$ cat src/rtl/dmem_arb_pkg.sv
// Shared types and constants for the data-memory port arbiter and its store buffer.
package dmem_arb_pkg;

  localparam int DEF_TAG_W = 6;

  // Store size encodings; zero means a full word.
  localparam logic [1:0] SZ_WORD = 2'd0;
  localparam logic [1:0] SZ_BYTE = 2'd1;
  localparam logic [1:0] SZ_HALF = 2'd2;
  localparam logic [1:0] SZ_TRI  = 2'd3;

  typedef enum logic [1:0] {
    RUN,
    DRAIN,
    DONE
  } arb_state_e;

  typedef struct packed {
    logic [31:0] addr;
    logic [31:0] data;
    logic [1:0]  size;
  } sb_entry_t;

endpackage

$ cat src/rtl/store_buffer.sv
// In-order circular buffer of committed stores with a word-address match
// against every occupied entry.
module store_buffer
  import dmem_arb_pkg::*;
#(
  parameter int DEPTH = 4
) (
  input  logic                   clk,
  input  logic                   rst_n,
  input  logic                   push,
  input  sb_entry_t              push_entry,
  input  logic                   pop,
  input  logic [29:0]            match_word,
  output sb_entry_t              head,
  output logic                   full,
  output logic                   empty,
  output logic [$clog2(DEPTH):0] count,
  output logic                   hit
);

  localparam int PW = $clog2(DEPTH);
  localparam int CW = PW + 1;

  sb_entry_t        mem_q [DEPTH];
  logic [DEPTH-1:0] valid_q, valid_d;
  logic [PW-1:0]    wr_ptr_q, rd_ptr_q;
  logic [CW-1:0]    count_q;

  always_comb begin
    valid_d = valid_q;
    if (pop)  valid_d[rd_ptr_q] = 1'b0;
    if (push) valid_d[wr_ptr_q] = 1'b1;
  end

  always_ff @(posedge clk or negedge rst_n) begin
    if (!rst_n) begin
      wr_ptr_q <= '0;
      rd_ptr_q <= '0;
      count_q  <= '0;
      valid_q  <= '0;
    end else begin
      if (push) wr_ptr_q <= wr_ptr_q + PW'(1);
      if (pop)  rd_ptr_q <= rd_ptr_q + PW'(1);
      count_q <= count_q + CW'(push) - CW'(pop);
      valid_q <= valid_d;
    end
  end

  // Payload needs no reset: the valid bits and count gate every use of it.
  always_ff @(posedge clk) begin
    if (push) mem_q[wr_ptr_q] <= push_entry;
  end

  always_comb begin
    hit = 1'b0;
    for (int i = 0; i < DEPTH; i++) begin
      if (valid_q[i] && (mem_q[i].addr[31:2] == match_word)) hit = 1'b1;
    end
  end

  assign head  = mem_q[rd_ptr_q];
  assign count = count_q;
  assign full  = (count_q == CW'(DEPTH));
  assign empty = (count_q == '0);

endmodule

$ cat src/rtl/dmem_port_arbiter.sv
// Shares the single data-memory port between speculative loads and buffered
// committed stores, and drains the buffer before a syscall may proceed.
module dmem_port_arbiter
  import dmem_arb_pkg::*;
#(
  parameter int DEPTH = 4,
  parameter int TAG_W = DEF_TAG_W
) (
  input  logic             CLK,
  input  logic             RESET,
  input  logic             ld_valid,
  output logic             ld_ready,
  input  logic [31:0]      ld_addr,
  input  logic [TAG_W-1:0] ld_tag,
  output logic             ld_resp_valid,
  output logic [TAG_W-1:0] ld_resp_tag,
  output logic [31:0]      ld_resp_data,
  input  logic             st_valid,
  output logic             st_ready,
  input  logic [31:0]      st_addr,
  input  logic [31:0]      st_data,
  input  logic [1:0]       st_size,
  input  logic             flush,
  input  logic             sys_req,
  output logic             sys_ready,
  output logic [31:0]      mem_addr,
  output logic             mem_read,
  output logic             mem_write,
  output logic [31:0]      mem_wdata,
  output logic [1:0]       mem_wsize,
  input  logic [31:0]      mem_rdata
);

  localparam int CW = $clog2(DEPTH) + 1;

  arb_state_e       state_q, state_d;
  logic             resp_pend_q;
  logic [TAG_W-1:0] resp_tag_q;
  logic [31:0]      resp_data_q;
  logic             sys_ready_q;

  sb_entry_t     sb_head, st_entry;
  logic          sb_full, sb_empty, sb_hit;
  logic [CW-1:0] sb_count, count_next;
  logic          st_push, ld_grant, st_grant;

  // Handshakes: a store transfers when st_valid && st_ready (st_ready depends
  // only on buffer occupancy); a load transfers when ld_valid && ld_ready, and
  // ld_ready is the load grant itself, so it may depend on ld_valid/ld_addr.
  assign st_ready = !sb_full;
  assign st_push  = st_valid && !sb_full;
  assign st_entry = '{addr: st_addr, data: st_data, size: st_size};

  store_buffer #(.DEPTH(DEPTH)) u_sb (
    .clk        (CLK),
    .rst_n      (RESET),
    .push       (st_push),
    .push_entry (st_entry),
    .pop        (st_grant),
    .match_word (ld_addr[31:2]),
    .head       (sb_head),
    .full       (sb_full),
    .empty      (sb_empty),
    .count      (sb_count),
    .hit        (sb_hit)
  );

  assign count_next = sb_count + CW'(st_push) - CW'(st_grant);

  always_comb begin
    state_d  = state_q;
    ld_grant = 1'b0;
    st_grant = 1'b0;
    unique case (state_q)
      RUN: begin
        if (sb_full)                              st_grant = 1'b1;
        else if (ld_valid && !sb_hit && !flush)   ld_grant = 1'b1;
        else if (!sb_empty)                       st_grant = 1'b1;
        if (sys_req) state_d = DRAIN;
      end
      DRAIN: begin
        st_grant = !sb_empty;
        // Leave once this cycle's write empties the buffer and no load is in flight.
        if (count_next == '0 && !resp_pend_q) state_d = DONE;
      end
      DONE: begin
        if (!sys_req) state_d = RUN;
      end
      default: state_d = RUN;
    endcase
  end

  assign ld_ready  = ld_grant;
  assign mem_read  = ld_grant;
  assign mem_write = st_grant;
  assign mem_addr  = ld_grant ? ld_addr : (st_grant ? sb_head.addr : 32'h0);
  assign mem_wdata = st_grant ? sb_head.data : 32'h0;
  assign mem_wsize = st_grant ? sb_head.size : 2'd0;

  always_ff @(posedge CLK or negedge RESET) begin
    if (!RESET) begin
      state_q     <= RUN;
      resp_pend_q <= 1'b0;
      resp_tag_q  <= '0;
      resp_data_q <= '0;
      sys_ready_q <= 1'b0;
    end else begin
      state_q     <= state_d;
      resp_pend_q <= ld_grant;
      sys_ready_q <= (state_d == DONE);
      if (ld_grant) begin
        resp_tag_q  <= ld_tag;
        resp_data_q <= mem_rdata;
      end
    end
  end

  // A flush in the response cycle squashes the returning load.
  assign ld_resp_valid = resp_pend_q && !flush;
  assign ld_resp_tag   = resp_tag_q;
  assign ld_resp_data  = resp_data_q;
  assign sys_ready     = sys_ready_q;

endmodule

$ cat config.mk
export PLATFORM = sky130hd
export DESIGN_NAME = dmem_port_arbiter
export DESIGN_NICKNAME = d
export VERILOG_FILES = /design/src/rtl/dmem_arb_pkg.sv /design/src/rtl/store_buffer.sv /design/src/rtl/dmem_port_arbiter.sv
export SDC_FILE = /design/constraint.sdc
export NUM_CORES = 1
export LEC_CHECK = 0
export BUFFER_PORTS_ARGS = -buffer_cell sky130_fd_sc_hd__buf_4
export CORE_MARGIN = 10
export CORE_UTILIZATION = 35
export CTS_CLUSTER_DIAMETER = 200
export DETAILED_ROUTE_END_ITERATION = 6
export PLACE_DENSITY_LB_ADDON = 0.1
export SETUP_SLACK_MARGIN = 0.4
export SYNTH_ARGS = -nofsm -noshare
export SYNTH_HDL_FRONTEND = slang
export SYNTH_SLANG_ARGS = --single-unit
$ cat constraint.sdc
create_clock -name CLK -period 3.6 [get_ports CLK]
set_input_delay 0.54 -clock CLK [delete_from_list [all_inputs] [get_ports CLK]]
set_output_delay 0.54 -clock CLK [all_outputs]
set_load 0.01 [all_outputs]
==> flow_metrics.tcl <==
set metrics [dict create \
    use_met1_pct 23.0 \
    rows 75 \
    core_area_mm2 0.0418 \
    arrival_ns 3.08 \
    synth_edf_count 264 \
    ys_types 48 \
    h-tree-depth 2 \
    grt_overflow 0 \
    fin_cells 1821 \
    port_buffers 251 \
    p_leak_uw 0.00770 \
    relSlewSlack_pct 50.6 \
    die_height_um 225 \
    final_max_slew_viol_count 0 \
    crit_path_start_kind "flop" \
    dpl.hpwl_um 30300 \
    yosys_warnings 0 \
    dp_slack_ns -0.308 \
    worst_pin_slew_ns 0.741 \
    antenna_cells 0 \
    wire_per_inst_um 25.2 \
    area_delta_synth_final_pct 36.2 \
    async_flop_share_pct 16.7 \
    drive_above_1_share_pct 48.8 \
    ys_ff_latch 317 \
    rsz0062_at_grt "yes" \
    clkLatencyLatePin_ns 0.55 \
    grt_pass1_wl_um 66600 \
    power.switching_uw 5430 \
    clkTransAtPathRegs_ns 0.05 \
    status "finished, violations left" \
    top_usage_layer "met2" \
    synth.net_count 1042 \
    dr.pass1.iters 5 \
    p_int_uw 11000 \
    violations "setup timing" \
    finalPower_uw 16500 \
    pwr-share-comb_pct 44.7 \
    cts_tree "yes" \
    antenna_left 0 \
    cap_violations 0 \
    routed_via_density 5.02 \
    antenna_found_initial 1 \
    gp_congestion 0.884 \
    synth_ff_type "edfxtp_1" \
    clock_skew_ns 0.0241 \
    cts_max_path_buffers 3 \
    final_cell_area_mm2 0.0200 \
    fin_crit_ns 3.62 \
    grt_usage_pct 17.9 \
    switching_share_pct 33.0 \
    setup_ws_ns -0.0225 \
    cts_root_buf "clkbuf_16" \
    drtIter0Drc 556 \
    power_density_mw_per_mm2 823 \
    cts_made_buffers 38 \
    placed_cell_area_mm2 0.0179 \
    ioPinCount 252 \
    finalHoldViolCount 0 \
    clock_sinks 317 \
    critPathCaptureType "primary output" \
    via_count 9135 \
    netlist_instances 889 \
    avgSynthCellArea_um2 16.5 \
    fin_tns_setup_ns -0.171 \
    grt_max_degree 68 \
    start_util_pct 35.2 \
    required_ns 3.06 \
    hold_path.class "primary input to asynchronous set/reset pin" \
    gr-usage-met2_pct 28.6 \
    first_global_vias 9885 \
    ys_seq_area_share_pct 63.0 \
    r2r_cells 16 \
    die-area_mm2 0.0506 \
    finalWirelength_um 46000 \
    fill_cells 3713 \
    crit_type "flop to primary output" \
    vdd_drop_max_mv 0.453 \
    seqPwrFrac_pct 33.3 \
    final_nets 1410 \
    period_share_pct 101 \
    clock.fmax_mhz 276 \
    syn_area_mm2 0.0147 \
    path_max_fanout 5 \
    fp.dieW_um 225 \
    numPlacedInstances 1727 \
    clock_power_share_pct 22.0 \
    setup_viol_count_final 14 \
    drc 0 \
    grtUsageMet3_pct 5.18 \
]
[Yosys cell counts (2+ instances only)]
cell	count	area, µm²
nand3_1	7	35.0
o21ai_0	3	15.0
buf_12	7	140
mux4_2	66	1490
a2bb2oi_1	4	35.0
nor2_1	7	26.3
xnor2_1	106	928
dfrtp_1	53	1330
buf_1	3	11.3
buf_2	29	145
a21oi_1	2	10.0
nand4_1	48	300
nand2_1	40	150
and3_1	38	238
edfxtp_1	264	7930
mux2_2	4	45.0
buf_6	9	101
o22ai_1	2	12.5
mux2_4	34	510
ha_1	10	125
buf_4	3	22.5
clkbuf_1	18	67.6
nor4b_1	4	35.0
o22ai_2	29	363
nor4_1	18	113
nor3_1	3	15.0
xor2_1	16	140
and2_0	2	12.5
inv_1	41	154
[worst max-delay path: stages (launching register included)]
cell and delay, ns:
edfxtp_1 0.43, xnor2_1 0.19, buf_4 0.14, nand4_1 0.09
or4_4 0.54, o211a_4 0.25, buf_6 0.12, nand4_1 0.12
buf_6 0.19, clkbuf_16 0.17, and3_4 0.19, buf_6 0.10
[what timing repair did]
item	CTS	global route
endpoints found under the setup margin	73	73
gates resized for setup	79	34
pin swaps	9	6
setup buffers	16	3
hold buffers	0	0
cloned	8	2
[path summary, 6_finish.rpt]
check                                             from                           end  slack (ns)
setup / recovery           u_sb.mem_q[1][52]$_DFFE_PP_                  mem_wdata[6]       -0.02
hold / removal                                   RESET  ld_resp_data[11]$_DFFE_PN0P_        0.06
setup reg to reg           u_sb.mem_q[1][52]$_DFFE_PP_          state_q[1]$_DFF_PN0_        0.10
hold reg to reg             ld_resp_tag[0]$_DFFE_PN0P_    ld_resp_tag[0]$_DFFE_PN0P_        0.51
max in group asynchronous                        RESET  u_sb.rd_ptr_q[0]$_DFFE_PN0P_        3.01
min in group CLK                            st_addr[9]   u_sb.mem_q[2][43]$_DFFE_PP_        0.19
[per-layer routing]
layer  share of wire [%]  wire (µm)
met5               0.028         13
met4                 2.2       1020
met2                  48      22000
met1                  43      19800
met3                 6.7       3070
[registers in the layout, summed over array words and instances (netlist names)]
signal,count
u_sb.rd_ptr_q,2
u_sb.wr_ptr_q,2
ld_resp_data,32
ld_resp_tag,6
resp_pend_q,1
u_sb.valid_q,4
sys_ready,1
u_sb.mem_q,264
u_sb.count,3
state_q,2
[placed cells by master (no fill, tap or decap), drive strengths merged, types with 18 or more instances in the layout]
cell type	count
and3	38
buf	396
clkbuf	49
dfrtp	53
edfxtp	264
inv	43
mux2	38
mux4	66
nand2	40
nand4	49
nor4	18
o22ai	32
xnor2	107
[through the flow]
step / utilization (%) / hold WS, ns
after floorplan: - / 0.244
after global placement: 42.8 / 0.491
after detailed placement: 42.8 / 0.496
after CTS: 47.3 / 0.0525
after global routing: 47.9 / 0.0900
final: 47.9 / 0.0557
[area by class of cell]
class                      count  area (µm²)  area share (%)
sequential                   317        9260            46.3
multi-input combinational    460        5180            25.9
timing repair buffer         398        3570            17.8
clock buffer                  47        1010            5.03
tap                          539         674            3.37
inverter                      42         170           0.850
clock inverter                18         153           0.763
[power by group through the flow]
stage	Combinational, µW	Sequential, µW	Clock, µW
2_1_floorplan	3640	5450	0
3_3_place_gp	6600	5540	0
3_5_place_dp	6590	5560	0
4_1_cts	7230	5490	3730
5_1_grt	7900	5590	3880
6_report	7360	5480	3630
[cells by family (layout without fill, tap and decap cells)]
group | Yosys count | after routing | synth area share, %
fa+ha+maj | 11 | 11 | 0.988
xor+xnor | 123 | 123 | 7.38
mux | 104 | 104 | 13.9
simple gates | 172 | 172 | 6.66
buf+inv | 112 | 505 | 4.43
flops | 317 | 317 | 63.0
compound gates | 50 | 50 | 3.67
Note: power is estimated with default switching activity, not from simulation.
